File: src/rtl/clock_rate_controller.sv
// Divided-clock generator with four runtime-selectable rates; rate/stop changes apply only at the 1->0 boundary.
// Registered outputs, one-cycle response to controls; no backpressure (tick is a free-running strobe).
module clock_rate_controller #(
  parameter int CLOCK_FREQUENCY = 50_000_000,
  parameter int RATE0_FREQUENCY = 1,
  parameter int RATE1_FREQUENCY = 2,
  parameter int RATE2_FREQUENCY = 5,
  parameter int RATE3_FREQUENCY = 10,
  parameter int DEFAULT_RATE    = 0,
  parameter int CNT_WIDTH       = 26
) (
  input  logic       clk,
  input  logic       reset_n,
  input  logic       enable,
  input  logic [1:0] rate_sel,
  input  logic       rate_load,
  output logic       divided_clk,
  output logic       tick,
  output logic [1:0] active_rate,
  output logic       busy,
  output logic       switch_pending
);

  localparam int HALF0_RAW = CLOCK_FREQUENCY / (2 * RATE0_FREQUENCY);
  localparam int HALF1_RAW = CLOCK_FREQUENCY / (2 * RATE1_FREQUENCY);
  localparam int HALF2_RAW = CLOCK_FREQUENCY / (2 * RATE2_FREQUENCY);
  localparam int HALF3_RAW = CLOCK_FREQUENCY / (2 * RATE3_FREQUENCY);
  localparam int HALF0 = (HALF0_RAW < 1) ? 1 : HALF0_RAW;
  localparam int HALF1 = (HALF1_RAW < 1) ? 1 : HALF1_RAW;
  localparam int HALF2 = (HALF2_RAW < 1) ? 1 : HALF2_RAW;
  localparam int HALF3 = (HALF3_RAW < 1) ? 1 : HALF3_RAW;
  localparam logic [1:0] DEF_RATE = 2'(DEFAULT_RATE);

  typedef enum logic [1:0] {IDLE, RUN, SWITCH, DRAIN} state_t;

  state_t               state;
  logic [CNT_WIDTH-1:0] counter;
  logic [CNT_WIDTH-1:0] half_m1;
  logic [1:0]           pending;
  logic [1:0]           eff_rate;
  logic                 wrap;
  logic                 boundary;
  logic                 take_req;

  always_comb begin
    case (active_rate)
      2'd0:    half_m1 = CNT_WIDTH'(HALF0 - 1);
      2'd1:    half_m1 = CNT_WIDTH'(HALF1 - 1);
      2'd2:    half_m1 = CNT_WIDTH'(HALF2 - 1);
      default: half_m1 = CNT_WIDTH'(HALF3 - 1);
    endcase
  end

  assign wrap     = (counter == half_m1);
  assign boundary = wrap && divided_clk;
  // Rate that will be in effect after the current boundary.
  assign eff_rate = switch_pending ? pending : active_rate;
  // Once a request is held, any later load overwrites it (last request wins).
  assign take_req = rate_load && ((rate_sel != active_rate) || switch_pending);

  always_ff @(posedge clk or negedge reset_n) begin
    if (!reset_n) begin
      state          <= IDLE;
      counter        <= '0;
      divided_clk    <= 1'b0;
      tick           <= 1'b0;
      active_rate    <= DEF_RATE;
      pending        <= '0;
      switch_pending <= 1'b0;
      busy           <= 1'b0;
    end else if (state == IDLE) begin
      counter     <= '0;
      divided_clk <= 1'b0;
      tick        <= 1'b0;
      if (rate_load) active_rate <= rate_sel;
      if (enable) begin
        state <= RUN;
        busy  <= 1'b1;
      end
    end else begin
      if (wrap) begin
        counter     <= '0;
        divided_clk <= ~divided_clk;
        tick        <= ~divided_clk;
      end else begin
        counter <= counter + CNT_WIDTH'(1);
        tick    <= 1'b0;
      end

      if (boundary) begin
        active_rate <= eff_rate;
        if (!enable) begin
          // Stopping: a load on this edge has no later boundary, so it lands directly.
          state          <= IDLE;
          busy           <= 1'b0;
          switch_pending <= 1'b0;
          if (rate_load) active_rate <= rate_sel;
        end else if (rate_load && (rate_sel != eff_rate)) begin
          pending        <= rate_sel;
          switch_pending <= 1'b1;
          state          <= SWITCH;
        end else begin
          switch_pending <= 1'b0;
          state          <= RUN;
        end
      end else begin
        if (take_req) begin
          pending        <= rate_sel;
          switch_pending <= 1'b1;
        end
        if (!enable)                         state <= DRAIN;
        else if (take_req || switch_pending) state <= SWITCH;
        else                                 state <= RUN;
      end
    end
  end

endmodule

File: config.mk
export PLATFORM = sky130hd
export DESIGN_NAME = clock_rate_controller
export DESIGN_NICKNAME = d
export VERILOG_FILES = /design/src/rtl/clock_rate_controller.sv
export SDC_FILE = /design/constraint.sdc
export NUM_CORES = 1
export LEC_CHECK = 0
export ABC_AREA = 1
export ABC_CLOCK_PERIOD_IN_PS = 2580
export CORE_ASPECT_RATIO = 0.8
export CORE_MARGIN = 2
export CORE_UTILIZATION = 62
export DETAILED_ROUTE_END_ITERATION = 16
export DONT_BUFFER_PORTS = 1
export GPL_ROUTABILITY_DRIVEN = 0
export PLACE_DENSITY = 0.88
export SKIP_CTS_REPAIR_TIMING = 1
export SYNTH_ARGS = -nofsm -noshare
export SYNTH_HDL_FRONTEND = slang
export SYNTH_SLANG_ARGS = --single-unit
export TNS_END_PERCENT = 10
File: constraint.sdc
create_clock -name clk -period 2.58 [get_ports clk]
set_clock_uncertainty 0.2 [all_clocks]
set_input_delay 0.258 -clock clk [delete_from_list [all_inputs] [get_ports clk]]
set_output_delay 0.258 -clock clk [all_outputs]
set_load 0.02 [all_outputs]
Word level (Yosys, flattened, before mapping)
Cells that the tools add are included.
{"block": "op_classes", "addsub": 1, "n_eq_ne": 10, "n_mux": 32, "n_bitwise": 2, "n_reduce_logical": 14}
{"cell": "one-hot mux 25 bit (3 select lines)", "count": 1}
{"cell": "two-way mux 26 bit", "count": 2}
{"cell": "two-way mux 2 bit", "count": 17}
{"cell": "adder 26 x 1 -> 26 bit, second input constant", "count": 1}
{"cell": "equality test 26 bit", "count": 1}
{"cell": "two-way mux 1 bit", "count": 12}
{"cell": "inequality test 2 bit, second input constant", "count": 3}
{"cell": "nonzero test 2 bit", "count": 3}
{"cell": "zero test 2 bit", "count": 2}
{"cell": "inequality test 2 x 1 -> 1 bit, second input constant", "count": 2}
{"cell": "inequality test 2 bit", "count": 2}
{"cell": "AND reduction 2 bit", "count": 2}
{"cell": "AND reduction 4 bit", "count": 1}
{"cell": "logical AND 1 bit", "count": 3}
{"cell": "AND reduction 3 bit", "count": 1}
{"cell": "equality test 2 x 1 -> 1 bit, second input constant", "count": 1}
{"cell": "equality test 2 bit, second input constant", "count": 1}
{"cell": "logical OR 1 bit", "count": 2}
{"cell": "inverter 1 bit", "count": 2}
{"block": "totals", "reg_bits": 36, "input_bits": 6, "output_inout_bits": 6, "elab_cells": 67}

Logic depth before layout (Yosys ltp)
{"block": "logic_depth", "word_depth": 8, "depth_mapped": 15, "mapped_depth_nobuf": 14}

Worst setup path before layout
Ideal clock, no wire load.
{"block": "synth_path", "path_kind": "register to register", "start": "register active_rate[1]", "end": "register counter[11]", "setup_ns": 0.120, "arrival_ns": 1.596, "required_ns": 2.260, "slack_ns": 0.664, "path_stages_with_launch": 11, "n_path_buf": 2, "period_less_slack_ns": 1.916, "cell_sequence": "dfrtp_1 buf_6 xnor2_1 nand3_1 nor2_1 nand2_1 nor2_2 nor2_4 inv_4 buf_12 nor2_2"}
{"block": "synth_via", "elab_chain_len": 5, "word_cells_on_any_way": 7, "classes_between": "eq/ne (3); mux (3); reduce/logical (1)"}
{"item": "start: declaration", "line_no": "19", "rtl": "output logic [1:0] active_rate,"}
{"item": "start signal: assignment", "line_no": "75", "rtl": "if (rate_load) active_rate <= rate_sel;"}
{"item": "start signal: assignment", "line_no": "91", "rtl": "active_rate <= eff_rate;"}
{"item": "start signal: assignment", "line_no": "97", "rtl": "if (rate_load) active_rate <= rate_sel;"}
{"item": "equality test 2 bit (tied with other cells)", "line_no": "46", "rtl": "case (active_rate)"}
{"item": "one-hot mux 25 bit (3 select lines) (*)", "line_no": "46"}
{"item": "equality test 26 bit (*)", "line_no": "54", "rtl": "assign wrap = (counter == half_m1);"}
{"item": "two-way mux 26 bit (*)", "line_no": "81", "rtl": "if (wrap) begin"}
{"item": "two-way mux 26 bit (*)", "line_no": "71", "rtl": "end else if (state == IDLE) begin"}
{"item": "end signal: assignment", "line_no": "86", "rtl": "counter <= counter + CNT_WIDTH'(1);"}
{"item": "end: declaration", "line_no": "37", "rtl": "logic [CNT_WIDTH-1:0] counter;"}
Every way passes the cells marked *; elsewhere a longest branch is shown, timed or not.
A chain may end at the register's enable or synchronous reset.

Final worst setup path
{"block": "layout_path", "start": "register active_rate[0]", "end": "register counter[16]"}
Same word-level chain as after synthesis.

==> results.py <==
metrics = {
    "critical_path": {
        "cp_max_fo": 18,
        "cp.required_ps": 2600,
        "crit_family": "simple AND/OR/NAND/NOR gates",
        "crit_top_cell": "nand2_1",
        "max_stage_delay_ps": 630,
        "worstPathArrival_ps": 2280,
        "crit_type": "reg2reg",
        "start_kind": "flop",
        "path_buf_inv": 3,
        "endpoint_kind": "flop",
        "crit_slowest_cell": "dfrtp_1",
        "crit_chain": "inv_6 -> nand2_4 -> inv_4 -> nand2_1 -> nand2_1 -> nand2_1 -> nor2_1 -> nand2_1 -> nor2_2 -> nor2_4 -> inv_4 -> nor3_1",
    },
    "pwr": {
        "sw_frac_of_total": 0.447,
        "seqPwrFrac": 0.380,
        "total_power_w": 0.00219,
        "vdd_drop_max_mv": 0.503,
        "p_clk_frac": 0.197,
        "p_sw_w": 0.000979,
        "combinationalPowerShare": 0.423,
        "powerDensity_mw_per_mm2": 764,
        "leakagePower_nw": 1.39,
        "p_int_w": 0.00121,
    },
    "synthesis": {
        "synth_cell_types": 33,
        "synthMostInstantiatedCell": "nand2_1",
        "synth_area_sq_mm": 0.00270,
        "syn_nets": 415,
        "ys.flop_type": "dfrtp_1",
        "synth_commonest_cells": "nand2_1 (124), nor2_1 (62), inv_1 (45), nand3_1 (38), dfrtp_1 (36)",
        "synth_edf_count": 0,
        "yosysSeqAreaShare": 0.334,
        "synthCells": 407,
        "synth_area_leaders": "dfrtp_1 (33%), nand2_1 (17%), nor2_1 (8.6%)",
        "yosysTopAreaCell": "dfrtp_1",
        "async_reset_ff_frac": 1.00,
        "yosys.area.top_type_share": 0.334,
        "avgSynthCellArea_sq_um": 6.63,
        "yosysWarnings": 0,
        "yosys_register_bits": 36,
    },
    "sta": {
        "layout_min_cycle_time_ps": 2270,
        "min_period_over_period": 0.878,
        "tightest_slew_ps": 455,
        "setup_viol_count_final": 0,
        "tns_ps": 0,
        "slew_headroom": 0.696,
        "slew_viol_final": 0,
        "setup_ws_ps": 314,
        "fmax_mhz": 441,
        "rsz0062_at_grt": "no",
        "hold_viol": 0,
        "hold-worst-slack_ps": 30.6,
    },
    "clocking": {
        "clock_latency_ps": 290,
        "htreeDepth": 2,
        "cts_tree": "yes",
        "clk_path_buf_depth": 2,
        "cts_root_buf": "clkbuf_8",
        "clk_pin_slew_worst_paths_ps": 80,
        "cts.sinks": 36,
        "cts_buffers": 5,
    },
    "routing": {
        "viasPerCell": 5.69,
        "drt-total-wl_mm": 6.84,
        "drc": 0,
        "firstDrtPassIters": 7,
        "vias": 2685,
        "dr.first_iter.drc_count": 363,
        "antenna_left": 0,
        "wl_per_cell_um": 14.5,
    },
    "layout": {
        "final_layout_size_suffix_gt1_frac": 0.111,
        "n_antenna_cell": 0,
        "area_growth_pct": 6.22,
        "nets": 422,
        "finish.utilization": 0.686,
        "fillers": 327,
    },
    "global_routing": {
        "grt_overflow": 0,
        "antenna_found_initial": 0,
        "grt_max_degree": 37,
        "grt_first_pass_wirelength_mm": 11.7,
        "first_global_vias": 2551,
        "grt_use_total": 0.304,
    },
    "floorplanning": {
        "start_util": 0.646,
        "core_sq_mm": 0.00418,
        "ios": 12,
        "fp.dieW_um": 77.7,
        "fp-row-count": 21,
        "die_height_um": 63,
        "dieArea_sq_mm": 0.00490,
    },
    "place": {
        "dp.final_hpwl_mm": 5.13,
        "portBuffers": 0,
        "pre_cts_ws_ps": 342,
    },
    "status": {
        "status": "complete, no violations",
    },
    "run": {
        "maxCapViolCount": 0,
    },
    "hold_path": {
        "min_path_type": "in2reg",
    },
}
per-stage QoR:
stage	instances	area, sq um
after global routing	472	2870
after floorplan	407	2700
final	472	2870
after detailed placement	460	2720
after global placement	460	2720
after CTS	468	2820
registers in the layout (all words and copies together) (netlist names):
register        flops
switch_pending      1
tick                1
counter            26
pending             2
state               2
active_rate         2
busy                1
divided_clk         1
power groups by stage:
stage | combinational (W) | clock (W) | sequential (W)
finish | 0.000926 | 0.000431 | 0.000832
global route | 0.00104 | 0.000456 | 0.000847
CTS | 0.000890 | 0.000431 | 0.000829
detailed placement | 0.000883 | 0 | 0.000838
global placement | 0.000857 | 0 | 0.000831
floorplan | 0.000762 | 0 | 0.000808
cells by family after synthesis:
logic type      synth area share
simple gates               0.431
fa+ha+maj                0.00927
compound gates            0.0533
flops                      0.334
buf+inv                    0.105
xor+xnor                  0.0677
final timing paths:
check | start | endpoint | slack, ps | depth (start not counted)
setup reg to reg | active_rate[0]$_DFFE_PN0P_ | counter[16]$_DFF_PN0_ | 310 | 12
setup / recovery | active_rate[0]$_DFFE_PN0P_ | counter[16]$_DFF_PN0_ | 310 | 12
min in group asynchronous | reset_n | counter[15]$_DFF_PN0_ | 200 | 2
hold reg to reg | pending[1]$_DFFE_PN0P_ | pending[1]$_DFFE_PN0P_ | 280 | 2
max in group asynchronous | reset_n | tick$_DFF_PN0_ | 1790 | 2
hold / removal | rate_load | active_rate[1]$_DFFE_PN0P_ | 30 | 3
layout by cell type (no fill, tap or decap), types with 2 or more instances in the layout:
master	instances
ha_1	2
a21oi_1	6
clkbuf_8	6
nand2_1	124
buf_4	5
dfrtp_1	36
nand2_4	2
nand3_1	38
o21ai_0	8
nand2_2	3
xnor2_1	2
dlygate4sd3_1	3
inv_1	45
nor3_1	9
inv_2	2
nor2_4	2
o21ai_2	5
xor2_1	17
nor2_2	14
nand4_1	7
nor2_1	62
o21ai_1	2
inv_4	2
final cells by class:
type	instances	area, sq um	area share
timing repair buffer	9	87.6	0.0306
clock inverter	1	7.51	0.00262
sequential	36	901	0.314
multi-input combinational	312	1510	0.528
clock buffer	7	86.3	0.0301
inverter	50	198	0.0690
tap	57	71.3	0.0249
worst reg2reg max path, stage by stage, from the launching register on:
cell     delay, ps
dfrtp_1        630
inv_6          100
nand2_4        110
inv_4           50
nand2_1         70
nand2_1         90
nand2_1        100
nor2_1          40
nand2_1         80
nor2_2          60
nor2_4         280
inv_4          180
nor3_1         190
routing by layer:
| metal | GRT usage | up-vias | wire length (um) |
|---|---|---|---|
| met1 | 0.428 | 1188 | 2880 |
| met4 | 0.116 | 0 | 207 |
| met2 | 0.449 | 174 | 2970 |
| li1 | - | 1292 | - |
| met5 | 0 | - | 0 |
| met3 | 0.0766 | 31 | 788 |
(Power assumes the default switching activity.)
